### src/rtl/adc_if_pkg.sv
// Shared definitions for the ADC interface: FSM state encoding and default divider width.
package adc_if_pkg;

    localparam int unsigned DIV_W_DEF = 8;

    localparam logic [1:0] IDLE = 2'd0;
    localparam logic [1:0] RUN  = 2'd1;
    localparam logic [1:0] STOP = 2'd2;

    typedef enum logic [1:0] {
        StIdle = IDLE,
        StRun  = RUN,
        StStop = STOP
    } adc_fwd_state_e;

endpackage

### src/rtl/adc_clk_forward.sv
// Glitch-free programmable forwarded ADC sample clock; every emitted phase is full length.
// Optional first-period sync marker is built when ADC_CLK_FWD_SYNC_EN is defined.
module adc_clk_forward
    import adc_if_pkg::*;
#(
    parameter int unsigned DIV_W = DIV_W_DEF
) (
    input  logic             clk,
    input  logic             rst_n,
    input  logic             en,
    input  logic [DIV_W-1:0] div,
    output logic             adc_clk_out,
    output logic             running,
    output logic             sync_out
);

    localparam logic [DIV_W-1:0] CntOne = 1;

    adc_fwd_state_e   r_state, w_state_nxt;
    logic [DIV_W-1:0] r_cnt, w_cnt_nxt;
    logic [DIV_W-1:0] r_div, w_div_nxt;
    logic             r_clk, w_clk_nxt;
    logic             r_running;
    logic             w_phase_end;

    assign w_phase_end = (r_cnt == r_div);

    always_comb begin
        w_state_nxt = r_state;
        w_cnt_nxt   = r_cnt;
        w_div_nxt   = r_div;
        w_clk_nxt   = r_clk;
        unique case (r_state)
            StIdle: begin
                w_cnt_nxt = '0;
                w_clk_nxt = 1'b0;
                if (en) begin
                    w_div_nxt   = div;
                    w_clk_nxt   = 1'b1;
                    w_state_nxt = StRun;
                end
            end
            StRun: begin
                if (w_phase_end) begin
                    w_cnt_nxt = '0;
                    w_clk_nxt = ~r_clk;
                    // Stop is only taken at a falling edge, so the last high phase is whole.
                    if (r_clk && !en) begin
                        w_state_nxt = StStop;
                    end
                end else begin
                    w_cnt_nxt = r_cnt + CntOne;
                end
            end
            StStop: begin
                w_clk_nxt = 1'b0;
                if (w_phase_end) begin
                    w_cnt_nxt   = '0;
                    w_state_nxt = StIdle;
                end else begin
                    w_cnt_nxt = r_cnt + CntOne;
                end
            end
            default: begin
                w_state_nxt = StIdle;
                w_cnt_nxt   = '0;
                w_clk_nxt   = 1'b0;
            end
        endcase
    end

    always_ff @(posedge clk or negedge rst_n) begin
        if (!rst_n) begin
            r_state   <= StIdle;
            r_cnt     <= '0;
            r_div     <= '0;
            r_clk     <= 1'b0;
            r_running <= 1'b0;
        end else begin
            r_state   <= w_state_nxt;
            r_cnt     <= w_cnt_nxt;
            r_div     <= w_div_nxt;
            r_clk     <= w_clk_nxt;
            r_running <= (w_state_nxt == StRun);
        end
    end

    assign adc_clk_out = r_clk;
    assign running     = r_running;

`ifdef ADC_CLK_FWD_SYNC_EN
    logic r_first, w_first_nxt;
    logic r_sync;

    // first spans the initial period: set at start, cleared on the rising edge that ends it.
    always_comb begin
        w_first_nxt = r_first;
        if (r_state == StIdle && en) begin
            w_first_nxt = 1'b1;
        end else if (r_state == StRun && w_phase_end && !r_clk) begin
            w_first_nxt = 1'b0;
        end
    end

    always_ff @(posedge clk or negedge rst_n) begin
        if (!rst_n) begin
            r_first <= 1'b0;
            r_sync  <= 1'b0;
        end else begin
            r_first <= w_first_nxt;
            r_sync  <= w_first_nxt && (w_state_nxt == StRun);
        end
    end

    assign sync_out = r_sync;
`else
    assign sync_out = 1'b0;
`endif

endmodule
### config.mk
export PLATFORM = sky130hd
export DESIGN_NAME = adc_clk_forward
export DESIGN_NICKNAME = d
export VERILOG_FILES = /design/src/rtl/adc_if_pkg.sv /design/src/rtl/adc_clk_forward.sv
export SDC_FILE = /design/constraint.sdc
export NUM_CORES = 1
export LEC_CHECK = 0
export BUFFER_PORTS_ARGS = -buffer_cell sky130_fd_sc_hd__buf_2
export CAP_MARGIN = 20
export CORE_MARGIN = 2
export CORE_UTILIZATION = 50
export DETAILED_ROUTE_END_ITERATION = 10
export GPL_ROUTABILITY_DRIVEN = 0
export PLACE_DENSITY = 0.71
export SETUP_SLACK_MARGIN = 0.05
export SYNTH_ARGS = -nofsm -noshare
export SYNTH_HDL_FRONTEND = slang
export SYNTH_SLANG_ARGS = --single-unit
### constraint.sdc
create_clock -name clk -period 2 [get_ports clk]
set_clock_uncertainty 0.15 [all_clocks]
set_input_delay 0.1 -clock clk [delete_from_list [all_inputs] [get_ports clk]]
set_output_delay 0.1 -clock clk [all_outputs]
set_load 0.005 [all_outputs]
==> insert_results.sql, run 1 <==
INSERT INTO impl_metrics (metric_group, metric, value, unit) VALUES
('final_layout', 'layout_commonest_cell', 'sky130_fd_sc_hd__dfrtp_1', ''),
('timing', 'setup_total_negative_slack', '0', 'ns'),
('worst_setup_path', 'critical_path.startpoint_type', 'flip-flop', ''),
('synth', 'synth-warning-count', '0', ''),
('power', 'ir_worst_vdd', '0.000823', 'V'),
('final_layout', 'filler_cell_count', '169', ''),
('drt', 'drt.antenna.violating_nets', '0', ''),
('floorplanning', 'die_height', '49.4', 'µm'),
('floorplanning', 'area_of_the_die', '0.00244', 'mm²'),
('drt', 'detail_route.iter0.violations', '10', ''),
('synth', 'top_cell_type_by_total_area_after_synthesis', 'sky130_fd_sc_hd__dfrtp_1', ''),
('clock_network', 'cts_buffer_depth', '2', ''),
('timing', 'number_of_slew_limit_violations_in_the_final_report', '0', ''),
('final_layout', 'syn2layout_area_growth', '22.0', '%'),
('drt', 'detail_route.first_pass.iterations', '3', ''),
('timing', 'min_period', '1.84', 'ns'),
('final_layout', 'utilization', '0.646', ''),
('timing', 'rsz0062_at_grt', 'no', ''),
('floorplanning', 'std_cell_rows', '16', ''),
('min_path', 'worstHoldPathType', 'in2async', ''),
('synth', 'ys_types', '24', ''),
('synth', 'synth-seq-cells', '20', ''),
('grt', 'grt_pass1_vias', '723', ''),
('worst_setup_path', 'worst-endpoint-arrival', '1.88', 'ns'),
('floorplanning', 'core', '0.00194', 'mm²'),
('placed_design', 'hpwlAfterDp', '1290', 'µm'),
('grt', 'grt_start_max_net_pins', '21', ''),
('drt', 'route.detailed.vias_per_inst', '5.09', ''),
('clock_network', 'clock_root_buffer', 'sky130_fd_sc_hd__clkbuf_4', ''),
('drt', 'routedWlPerCell', '12.5', 'µm'),
('synth', 'seq_area_frac_synth', '0.487', ''),
('synth', 'post_synth.cell_area_avg', '11.8', 'µm²'),
('floorplanning', 'dieWidth', '49.4', 'µm'),
('drt', 'route.vias.total', '707', ''),
('run', 'cap_viol_max_count', '0', ''),
('drt', 'remaining_drc_errors', '0', ''),
('grt', 'groute.usage.overall', '0.167', ''),
('clock_network', 'cts_buffers', '3', ''),
('clock_network', 'path_clk_slew', '0.11', 'ns'),
('synth', 'synth_area_leaders', 'sky130_fd_sc_hd__dfrtp_1 49%, sky130_fd_sc_hd__xor2_1 10%, sky130_fd_sc_hd__mux2_2 8.8%', ''),
('drt', 'wl', '1740', 'µm'),
('grt', 'grt.overflow.total', '0', ''),
('timing', 'final-hold-violation-count', '0', ''),
('final_layout', 'commonest_cells_after_routing_fill_and_taps_aside', '19 x sky130_fd_sc_hd__dfrtp_1, 12 x sky130_fd_sc_hd__xor2_1, 12 x sky130_fd_sc_hd__buf_2, 9 x sky130_fd_sc_hd__nor2_1, 9 x sky130_fd_sc_hd__dlygate4sd3_1', ''),
('grt', 'antenna_violations_before_repair', '0', ''),
('floorplanning', 'pin_count', '14', ''),
('synth', 'synth_top_cell_area_share', '0.487', ''),
('status', 'status', 'finished clean', ''),
('synth', 'syn_inst', '87', ''),
('final_layout', 'layout-drive-gt1-share', '0.286', ''),
('worst_setup_path', 'setup.reg_to_reg.worst_slack', '0.16', 'ns'),
('power', 'p_leak', '0.597', 'nW'),
('synth', 'mapped_area', '0.00103', 'mm²'),
('final_layout', 'area_of_the_multi_input_gates', '514', 'µm²'),
('synth', 'synth.net_count', '103', ''),
('worst_setup_path', 'timing.critical_path.from', 'r_div[7]', ''),
('timing', 'min_period_over_period', '0.921', ''),
('final_layout', 'seqCellArea', '502', 'µm²'),
('worst_setup_path', 'regToRegStartpoint', 'r_div[7]', ''),
('final_layout', 'num_antenna_cells', '0', ''),
('clock_network', 'clock_tree.htree_level_count', '1', ''),
('timing', 'max_freq', '543', 'MHz'),
('clock_network', 'cts_sinks', '20', ''),
('power', 'cellPowerDensity', '1130', 'mW/mm²'),
('placed_design', 'port-buffer-count', '12', ''),
('worst_setup_path', 'worst_ep_required_time', '2.03', 'ns'),
('final_layout', 'finish.net_count', '129', ''),
('worst_setup_path', 'endpoint_kind', 'flip-flop', ''),
('floorplanning', 'initial_core_util', '0.530', ''),
('worst_setup_path', 'crit_path_max_fanout', '5', ''),
('clock_network', 'clock_latency', '0.29', 'ns'),
('timing', 'setup_violations', '0', ''),
('clock_network', 'cts_tree', 'built', ''),
('grt', 'grt_pass1_wl', '3060', 'µm'),
('worst_setup_path', 'worstSetupPathType', 'reg2reg', '');
stage by stage:
stage / setup WS [ns] / hold WS [ns] / instance area (µm²) / total power [W] / std cells
floorplan: 0.293 / -0.346 / 1030 / 0.00104 / 87
global placement: 0.198 / -0.0832 / 1110 / 0.00116 / 125
detailed placement: 0.139 / -0.0847 / 1110 / 0.00118 / 125
CTS: 0.123 / 0.123 / 1240 / 0.00142 / 138
global route: 0.0659 / 0.171 / 1250 / 0.00152 / 139
finish: 0.158 / 0.108 / 1250 / 0.00142 / 139
routing by layer:
metal | part of all wire | GRT usage
met1 | 0.45 | 0.192
met2 | 0.51 | 0.302
met3 | 0.036 | 0.0552
met4 | 0.0086 | 0.0286
met5 | 0 | 0
flip-flops by register name, indices dropped and copies added, names as in the netlist:
| name | count |
|---|---|
| running | 1 |
| r_state | 2 |
| adc_clk_out | 1 |
| r_cnt | 8 |
| r_div | 8 |
worst max-delay path, stage by stage, from the launching register on:
cell,delay (ns)
sky130_fd_sc_hd__dfrtp_1,0.40
sky130_fd_sc_hd__xor2_1,0.19
sky130_fd_sc_hd__nor4_4,0.42
sky130_fd_sc_hd__a21boi_2,0.12
sky130_fd_sc_hd__o31a_1,0.32
sky130_fd_sc_hd__nor2b_1,0.13
Yosys cell counts:
master and n:
sky130_fd_sc_hd__and3_1 3, sky130_fd_sc_hd__xor2_1 12, sky130_fd_sc_hd__dfrtp_1 20, sky130_fd_sc_hd__nand3_1 4, sky130_fd_sc_hd__a21boi_2 1, sky130_fd_sc_hd__nor2b_1 3
sky130_fd_sc_hd__mux2_2 8, sky130_fd_sc_hd__a21oi_1 1, sky130_fd_sc_hd__conb_1 1, sky130_fd_sc_hd__ha_1 5, sky130_fd_sc_hd__nor2_1 9, sky130_fd_sc_hd__or2_2 1
sky130_fd_sc_hd__o31ai_1 1, sky130_fd_sc_hd__o31a_1 1, sky130_fd_sc_hd__nor4_4 2, sky130_fd_sc_hd__a41o_1 1, sky130_fd_sc_hd__nor3_2 1, sky130_fd_sc_hd__a31oi_1 1
sky130_fd_sc_hd__inv_1 3, sky130_fd_sc_hd__buf_4 1, sky130_fd_sc_hd__nand2_1 4, sky130_fd_sc_hd__a41oi_1 1, sky130_fd_sc_hd__xnor2_1 2, sky130_fd_sc_hd__a21boi_0 1
kinds of logic (layout without fill, tap and decap cells):
family / after synthesis / after routing / share of synthesized area
adders and majority gates: 5 / 5 / 0.0608
xor gates and xnor gates: 14 / 14 / 0.119
other: 1 / 1 / 0.00365
muxes: 8 / 8 / 0.0876
AOI/OAI and AO/OA: 8 / 8 / 0.0633
and+or+nand+nor: 27 / 27 / 0.161
DFF: 20 / 20 / 0.487
buffers and inverters: 4 / 29 / 0.0183
final cells by class:
type                    count  area share
well taps                  27      0.0269
clock buffers               4      0.0289
inverters                   3     0.00897
flip-flops and latches     20       0.400
repair buffers             22       0.126
multi-input cells          63       0.410
power by group:
group,total [W],internal [W],switching (W)
registers,0.000651,0.000540,0.000111
clock network,0.000222,0.000111,0.000112
logic,0.000549,0.000260,0.000288
path summary, 6_finish.rpt:
path,to,cells after the start
min in group clk,running,5
max,r_state[1],5
min reg2reg,r_div[6],1
max in group asynchronous,r_cnt[2],2
min,adc_clk_out,2
max reg2reg,r_state[1],5
what timing repair did:
| action | CTS | global route |
|---|---|---|
| endpoints found under the setup margin | 0 | 3 |
| endpoints found under the hold margin | 28 | 0 |
| resized for setup | 0 | 2 |
| buffers inserted | 0 | 1 |
| hold buffers | 9 | 0 |
Power figures use the tool's default switching activity.
==> run 2: changes to the inputs <==
ABC_AREA = 1   (was unset)
==> run 2 against run 1 <==
  * Sequential power shrank 3%
  * Core utilization grew 0.21 points
  * Total power increased by 6.1%
  * Synthesized cell count is 38% higher
  * Sequential cell count did not move
  * Register-to-register slack improved by 0.29 ns
  * First-iteration DRC count unchanged
  * Combinational power decreased by 1%
  * Final cell count increased by 23%
==> insert_results.sql, run 2 <==
INSERT INTO impl_metrics (metric_group, metric, value, unit) VALUES
('status', 'status', 'finished clean', ''),
('clock_network', 'path_clk_slew', '0.12', 'ns'),
('clock_network', 'cts_sinks', '20', ''),
('synth', 'seq_area_frac_synth', '0.475', ''),
('final_layout', 'seqCellArea', '500', 'µm²'),
('placed_design', 'dp_worst_setup_slack', '0.470', 'ns'),
('synth', 'synth-seq-cells', '20', ''),
('final_layout', 'num_antenna_cells', '0', ''),
('clock_network', 'clock_latency', '0.31', 'ns'),
('timing', 'final-hold-violation-count', '0', ''),
('floorplanning', 'core', '0.00198', 'mm²'),
('timing', 'finalWorstSetupSlack', '0.452', 'ns'),
('final_layout', 'commonest_cells_after_routing_fill_and_taps_aside', '25 x sky130_fd_sc_hd__nand2_1, 20 x sky130_fd_sc_hd__dfrtp_1, 17 x sky130_fd_sc_hd__nor2_1, 16 x sky130_fd_sc_hd__inv_1, 12 x sky130_fd_sc_hd__buf_2', ''),
('drt', 'route.vias.total', '790', ''),
('floorplanning', 'initial_core_util', '0.532', ''),
('timing', 'min_period_over_period', '0.774', ''),
('placed_design', 'dpl.cell_count', '158', ''),
('worst_setup_path', 'endpoint_kind', 'flip-flop', ''),
('drt', 'route.detailed.vias_per_inst', '4.62', ''),
('final_layout', 'finish.net_count', '161', ''),
('worst_setup_path', 'critical_path.cell_chain', 'inv_1 -> ha_1 -> nand2_1 -> mux2_2', ''),
('timing', 'setup_total_negative_slack', '0', 'ns'),
('worst_setup_path', 'worstSetupPathType', 'reg2reg', ''),
('power', 'final_power', '0.00151', 'W'),
('final_layout', 'biggestRegsByFlops', 'r_cnt (8), r_div (8), r_state (2)', ''),
('worst_setup_path', 'cpPeakStageDelay', '0.41', 'ns'),
('drt', 'remaining_drc_errors', '0', ''),
('drt', 'detail_route.iter0.violations', '10', ''),
('power', 'cellPowerDensity', '1170', 'mW/mm²'),
('final_layout', 'syn2layout_area_growth', '22.0', '%'),
('clock_network', 'cts_buffer_depth', '2', ''),
('placed_design', 'hpwlAfterDp', '1390', 'µm'),
('synth', 'asyncSetResetFlopFracSynth', '1.00', ''),
('floorplanning', 'std_cell_rows', '16', ''),
('synth', 'ys_types', '21', ''),
('floorplanning', 'dieWidth', '49.9', 'µm'),
('worst_setup_path', 'worst-r2r-cell-count', '4', ''),
('min_path', 'hold_depth', '6', ''),
('grt', 'grt_pass1_vias', '766', ''),
('grt', 'grt_start_max_net_pins', '21', ''),
('drt', 'wl', '1800', 'µm'),
('synth', 'most_numerous_cell_in_the_yosys_netlist', 'sky130_fd_sc_hd__nand2_1', ''),
('clock_network', 'cts_tree', 'built', ''),
('drt', 'detail_route.first_pass.iterations', '4', ''),
('synth', 'synth_top_cell_area_share', '0.475', ''),
('clock_network', 'clock_root_buffer', 'sky130_fd_sc_hd__clkbuf_4', ''),
('timing', 'number_of_slew_limit_violations_in_the_final_report', '0', ''),
('drt', 'routedWlPerCell', '10.5', 'µm'),
('timing', 'rsz0062_at_grt', 'no', ''),
('min_path', 'hold_path.startpoint', 'en', ''),
('min_path', 'min_to', 'r_state[1]', ''),
('clock_network', 'cts_buffers', '3', ''),
('worst_setup_path', 'critical_path.slowest_cell', 'sky130_fd_sc_hd__dfrtp_1', ''),
('synth', 'synth.net_count', '136', ''),
('synth', 'post_synth.cell_area_avg', '8.78', 'µm²'),
('timing', 'max_freq', '646', 'MHz'),
('worst_setup_path', 'regToRegStartpoint', 'r_state[1]', ''),
('synth', 'top_cell_type_by_total_area_after_synthesis', 'sky130_fd_sc_hd__dfrtp_1', ''),
('final_layout', 'layout_commonest_cell', 'sky130_fd_sc_hd__nand2_1', ''),
('synth', 'synth_edf_count', '0', ''),
('synth', 'syn_inst', '120', ''),
('floorplanning', 'die_height', '49.9', 'µm'),
('synth', 'top_cells_by_count_synth', '25 x sky130_fd_sc_hd__nand2_1, 20 x sky130_fd_sc_hd__dfrtp_1, 17 x sky130_fd_sc_hd__nor2_1', ''),
('min_path', 'worstHoldPathType', 'in2reg', ''),
('worst_setup_path', 'worst-endpoint-arrival', '1.60', 'ns'),
('placed_design', 'port-buffer-count', '12', ''),
('clock_network', 'cts_repair_resize_count', '0', ''),
('power', 'ir_worst_vdd', '0.000642', 'V'),
('grt', 'grt_pass1_wl', '3270', 'µm'),
('floorplanning', 'area_of_the_die', '0.00249', 'mm²'),
('worst_setup_path', 'critical_path.startpoint_type', 'flip-flop', ''),
('floorplanning', 'pin_count', '14', ''),
('drt', 'drt.antenna.violating_nets', '0', ''),
('final_layout', 'filler_cell_count', '160', ''),
('final_layout', 'area_of_the_multi_input_gates', '480', 'µm²'),
('final_layout', 'post_layout_nonfiller_instances', '171', ''),
('timing', 'min_period', '1.55', 'ns'),
('timing', 'setup_violations', '0', ''),
('synth', 'synth_area_leaders', 'sky130_fd_sc_hd__dfrtp_1 48%, sky130_fd_sc_hd__nand2_1 8.9%, sky130_fd_sc_hd__nor2_1 6.1%', ''),
('synth', 'synth_ff_type', 'sky130_fd_sc_hd__dfrtp_1', ''),
('worst_setup_path', 'timing.critical_path.from', 'r_state[1]', ''),
('worst_setup_path', 'worst_ep_required_time', '2.05', 'ns'),
('worst_setup_path', 'crit_path_max_fanout', '7', ''),
('synth', 'mapped_area', '0.00105', 'mm²'),
('clock_network', 'clock_tree.htree_level_count', '1', ''),
('grt', 'groute.usage.overall', '0.179', ''),
('run', 'cap_viol_max_count', '0', ''),
('worst_setup_path', 'setup.reg_to_reg.worst_slack', '0.45', 'ns'),
('grt', 'antenna_violations_before_repair', '0', ''),
('final_layout', 'layout-drive-gt1-share', '0.201', ''),
('power', 'p_leak', '0.632', 'nW'),
('synth', 'synth-warning-count', '0', ''),
('grt', 'grt.overflow.total', '0', ''),
('worst_setup_path', 'r2r_end', 'r_div[6]', '');
==> run 2: changes by cell type after synthesis, sizes merged, moves of 3 or more <==
cell / before / now
nand2: 4 / 28
inv: 3 / 16
nor2: 9 / 21
xor2: 12 / 2
a21oi: 1 / 5
and3: 3 / 0
mux2: 8 / 5
nor2b: 3 / 0
xnor2: 2 / 5
==> run 2: per-stage QoR <==
step / hold WS (ns) / utilization / instance area [µm²]
after floorplan: -0.346 / - / 1050
after global placement: -0.0781 / 0.576 / 1140
after detailed placement: -0.0817 / 0.576 / 1140
after CTS: 0.0431 / 0.648 / 1280
after global routing: 0.0712 / 0.648 / 1280
final: 0.0474 / 0.648 / 1280
==> run 2: worst max path at each step <==
stage / cells past startpoint / to / slack [ns]
5_1_grt: 8 / r_state[0] / 0.27
4_1_cts: 4 / r_div[6] / 0.44
2_1_floorplan: 5 / r_div[2] / 0.46
3_5_place_dp: 4 / r_div[6] / 0.47
6_report: 4 / r_div[6] / 0.45
3_3_place_gp: 10 / running / 0.52
==> run 2: worst max-delay path, delay by kind of cell, from the launching register on <==
family	cells	cell delay (ns)
simple gates	1	0.22
mux	1	0.37
flops	1	0.41
buf+inv	1	0.09
fa+ha+maj	1	0.19
==> run 2: where the power goes <==
part           total [W]  leakage (nW)  internal, W  switching, W
clock network   0.000333        0.0279     0.000203      0.000130
registers       0.000633         0.250     0.000538     0.0000955
logic           0.000543         0.353     0.000253      0.000290
==> run 2: area by class of cell <==
type,instances,share of cell area
clock inverter,1,0.0234
clock buffer,3,0.0175
inverter,16,0.0467
sequential,20,0.389
timing repair buffer,22,0.123
multi-input combinational,82,0.374
tap,27,0.0263
==> run 2: logic make-up (layout without fill, tap and decap cells) <==
logic type	Yosys count	in the layout	share of synthesized area
other	1	1	0.00356
muxes	5	5	0.0534
DFF	20	20	0.475
adders and majority gates	5	5	0.0594
AOI/OAI and AO/OA	9	9	0.0499
buffers and inverters	18	42	0.0689
and+or+nand+nor	55	55	0.232
xor gates and xnor gates	7	7	0.0582
==> run 2: metal layers <==
layer	vias up	part of all wire	GRT usage
li1	418	-	-
met1	353	0.45	0.214
met2	15	0.48	0.300
met3	4	0.047	0.0636
met4	0	0.013	0.0556
met5	-	0	0
==> run 2: timing repair <==
item | in CTS | in global routing
buffers inserted | 0 | 0
hold buffers | 9 | 0
endpoints found under the hold margin | 28 | 0
==> run 3: changes to the inputs <==
ABC_AREA = 0   (was 1)
CORE_UTILIZATION = 49   (was 50)
PLACE_DENSITY = 0.72   (was 0.71)
clock period = 1.4 ns   (was 2 ns; I/O delays follow)
==> run 3 against run 2 <==
  * The flow now finishes with violations (setup timing)
  * Die area fell by 0.34%
  * Sequential power increased by 46%
  * Critical path type unchanged
  * Wire length grew 28%
  * Sequential share of layout area fell by 4.8 points
  * Final cell count decreased by 7.6%
  * Global-route usage up 3.9 points
  * Via count shrank 2.0%
  * Critical path depth increased by 1
  * Core utilization grew 9.9 points
  * Total power is 64% higher
  * Largest cell class is now multi-input gates
  * Worst setup slack worse by 0.83 ns
  * Clock power hardly changed
==> insert_results.sql, run 3 (synthesis gave the netlist of run 1 again) <==
INSERT INTO impl_metrics (metric_group, metric, value, unit) VALUES
('status', 'status', 'finished, violations left', ''),
('status', 'violated_checks', 'setup timing', ''),
('grt', 'grt_pass1_wl', '3960', 'µm'),
('drt', 'detail_route.iter0.violations', '13', ''),
('placed_design', 'dpl.cell_count', '139', ''),
('floorplanning', 'pin_count', '14', ''),
('final_layout', 'finish.net_count', '148', ''),
('clock_network', 'cts_buffers', '3', ''),
('placed_design', 'hpwlAfterDp', '1540', 'µm'),
('floorplanning', 'std_cell_rows', '16', ''),
('drt', 'detail_route.first_pass.iterations', '4', ''),
('drt', 'route.detailed.vias_per_inst', '4.90', ''),
('drt', 'wl', '2300', 'µm'),
('run', 'cap_viol_max_count', '0', ''),
('power', 'ir_worst_vdd', '0.00160', 'V'),
('worst_setup_path', 'worst-endpoint-arrival', '1.83', 'ns'),
('worst_setup_path', 'timing.critical_path.from', 'r_div[6]', ''),
('worst_setup_path', 'worst_ep_required_time', '1.45', 'ns'),
('clock_network', 'cts_buffer_depth', '2', ''),
('clock_network', 'cts_sinks', '20', ''),
('grt', 'antenna_violations_before_repair', '0', ''),
('final_layout', 'post_layout_nonfiller_instances', '158', ''),
('drt', 'drt.antenna.violating_nets', '0', ''),
('timing', 'max_freq', '563', 'MHz'),
('clock_network', 'clock_root_buffer', 'sky130_fd_sc_hd__clkbuf_4', ''),
('floorplanning', 'die_height', '49.8', 'µm'),
('worst_setup_path', 'crit_path_max_fanout', '5', ''),
('power', 'switching_power', '0.000903', 'W'),
('clock_network', 'cts_tree', 'built', ''),
('placed_design', 'post_dp_cell_area', '0.00123', 'mm²'),
('timing', 'rsz0062_at_grt', 'yes', ''),
('power', 'power_switching_share', '0.364', ''),
('floorplanning', 'area_of_the_die', '0.00248', 'mm²'),
('clock_network', 'clock_tree.htree_level_count', '1', ''),
('grt', 'met3_usage', '0.0212', ''),
('timing', 'finalWorstSetupSlack', '-0.376', 'ns'),
('min_path', 'worstHoldPathType', 'in2async', ''),
('clock_network', 'path_clk_slew', '0.11', 'ns'),
('grt', 'met1_usage_grt', '0.294', ''),
('final_layout', 'biggestRegsByFlops', 'r_cnt (8), r_div (8), r_state (2)', ''),
('grt', 'grt.overflow.total', '0', ''),
('drt', 'remaining_drc_errors', '0', ''),
('final_layout', 'num_antenna_cells', '0', ''),
('floorplanning', 'dieWidth', '49.8', 'µm'),
('clock_network', 'clock_latency', '0.30', 'ns'),
('worst_setup_path', 'setup.reg_to_reg.worst_slack', '-0.38', 'ns'),
('placed_design', 'port-buffer-count', '12', ''),
('floorplanning', 'initial_core_util', '0.524', ''),
('power', 'p_leak', '0.737', 'nW'),
('grt', 'groute.usage.overall', '0.218', ''),
('timing', 'number_of_slew_limit_violations_in_the_final_report', '0', ''),
('timing', 'setup_violations', '15', ''),
('power', 'combinational_share_of_power', '0.490', ''),
('grt', 'grt_start_max_net_pins', '21', ''),
('final_layout', 'commonest_cells_after_routing_fill_and_taps_aside', '20 x sky130_fd_sc_hd__dfrtp_1, 18 x sky130_fd_sc_hd__buf_4, 12 x sky130_fd_sc_hd__xor2_1, 12 x sky130_fd_sc_hd__buf_2', ''),
('timing', 'min_period_over_period', '1.27', ''),
('worst_setup_path', 'critical_path.startpoint_type', 'flip-flop', ''),
('final_layout', 'layout-drive-gt1-share', '0.420', ''),
('drt', 'routedWlPerCell', '14.6', 'µm'),
('worst_setup_path', 'worst-r2r-cell-count', '5', ''),
('power', 'p_seq_frac', '0.374', ''),
('power', 'cellPowerDensity', '1690', 'mW/mm²'),
('final_layout', 'design_area', '0.00147', 'mm²'),
('worst_setup_path', 'worstSetupPathType', 'reg2reg', ''),
('grt', 'grt.busiest_layer', 'met2', ''),
('final_layout', 'layout_commonest_cell', 'sky130_fd_sc_hd__dfrtp_1', ''),
('power', 'internal_power_component', '0.00157', 'W'),
('grt', 'gr-usage-met2', '0.364', ''),
('worst_setup_path', 'endpoint_kind', 'flip-flop', ''),
('timing', 'final-hold-violation-count', '0', ''),
('grt', 'grt_pass1_vias', '830', ''),
('timing', 'min_period', '1.78', 'ns'),
('worst_setup_path', 'regToRegStartpoint', 'r_div[6]', ''),
('final_layout', 'syn2layout_area_growth', '42.6', '%'),
('floorplanning', 'core', '0.00196', 'mm²'),
('power', 'power_frac_clock', '0.135', ''),
('drt', 'route.vias.total', '774', '');
-- run 3: cell count changes in the layout (fill, tap and decap cells not counted), sizes merged, moves of 4 or more --
| cell | before | now |
|---|---|---|
| nand2 | 28 | 5 |
| nor2 | 21 | 9 |
| a21oi | 5 | 1 |
| buf | 13 | 31 |
| xor2 | 2 | 12 |
| inv | 16 | 3 |
-- run 3: final cells by class --
type / instances / area [µm²]
clock buffer: 4 / 36.3
fill: 150 / 495
inverter: 3 / 11.3
multi-input combinational: 64 / 588
sequential: 20 / 500
tap: 27 / 33.8
timing repair buffer: 40 / 297
-- run 3: per-stage QoR --
stage	setup slack, ns	setup TNS, ns	hold WS (ns)	total power, W	utilization
2_1_floorplan	-0.281	-1.89	-0.376	0.00152	-
3_3_place_gp	-0.359	-3.33	-0.110	0.00179	0.628
3_5_place_dp	-0.399	-4.34	-0.108	0.00183	0.628
4_1_cts	-0.398	-3.96	0.0799	0.00240	0.735
5_1_grt	-0.462	-5.34	0.0899	0.00264	0.747
6_report	-0.376	-4.27	0.0749	0.00248	0.747
-- run 3: power groups by stage --
| stage | clock (W) | combinational (W) | sequential (W) |
|---|---|---|---|
| after floorplan | 0 | 0.000609 | 0.000906 |
| after global placement | 0 | 0.000875 | 0.000915 |
| after detailed placement | 0 | 0.000908 | 0.000924 |
| after CTS | 0.000345 | 0.00113 | 0.000920 |
| after global routing | 0.000370 | 0.00132 | 0.000949 |
| final | 0.000336 | 0.00122 | 0.000927 |
-- run 3: timing repair --
| item | in CTS | in global routing |
|---|---|---|
| endpoints found under the hold margin | 28 | 0 |
| hold buffers | 9 | 0 |
| gates cloned | 1 | 0 |
| pin swaps | 9 | 3 |
| buffers inserted | 3 | 2 |
| resized for setup | 13 | 2 |
| setup endpoints to repair | 20 | 20 |
-- run 3: path summary, 6_finish.rpt --
kind,to
max,r_state[1]
min,r_state[0]
max reg2reg,r_state[1]
min reg2reg,r_div[5]
max in group asynchronous,r_div[5]
min in group clk,r_div[6]
-- run 3: routing by layer --
layer,part of all wire,wire length [µm]
met1,0.46,1060
met2,0.51,1190
met3,0.014,33
met4,0.012,28
met5,0,0
-- run 3: worst max-delay path: stages (launching register included) --
cell and delay (ns):
sky130_fd_sc_hd__dfrtp_1 0.40, sky130_fd_sc_hd__xor2_1 0.19, sky130_fd_sc_hd__nor4_4 0.42, sky130_fd_sc_hd__a21boi_2 0.11, sky130_fd_sc_hd__o31a_1 0.27, sky130_fd_sc_hd__nor2b_1 0.13
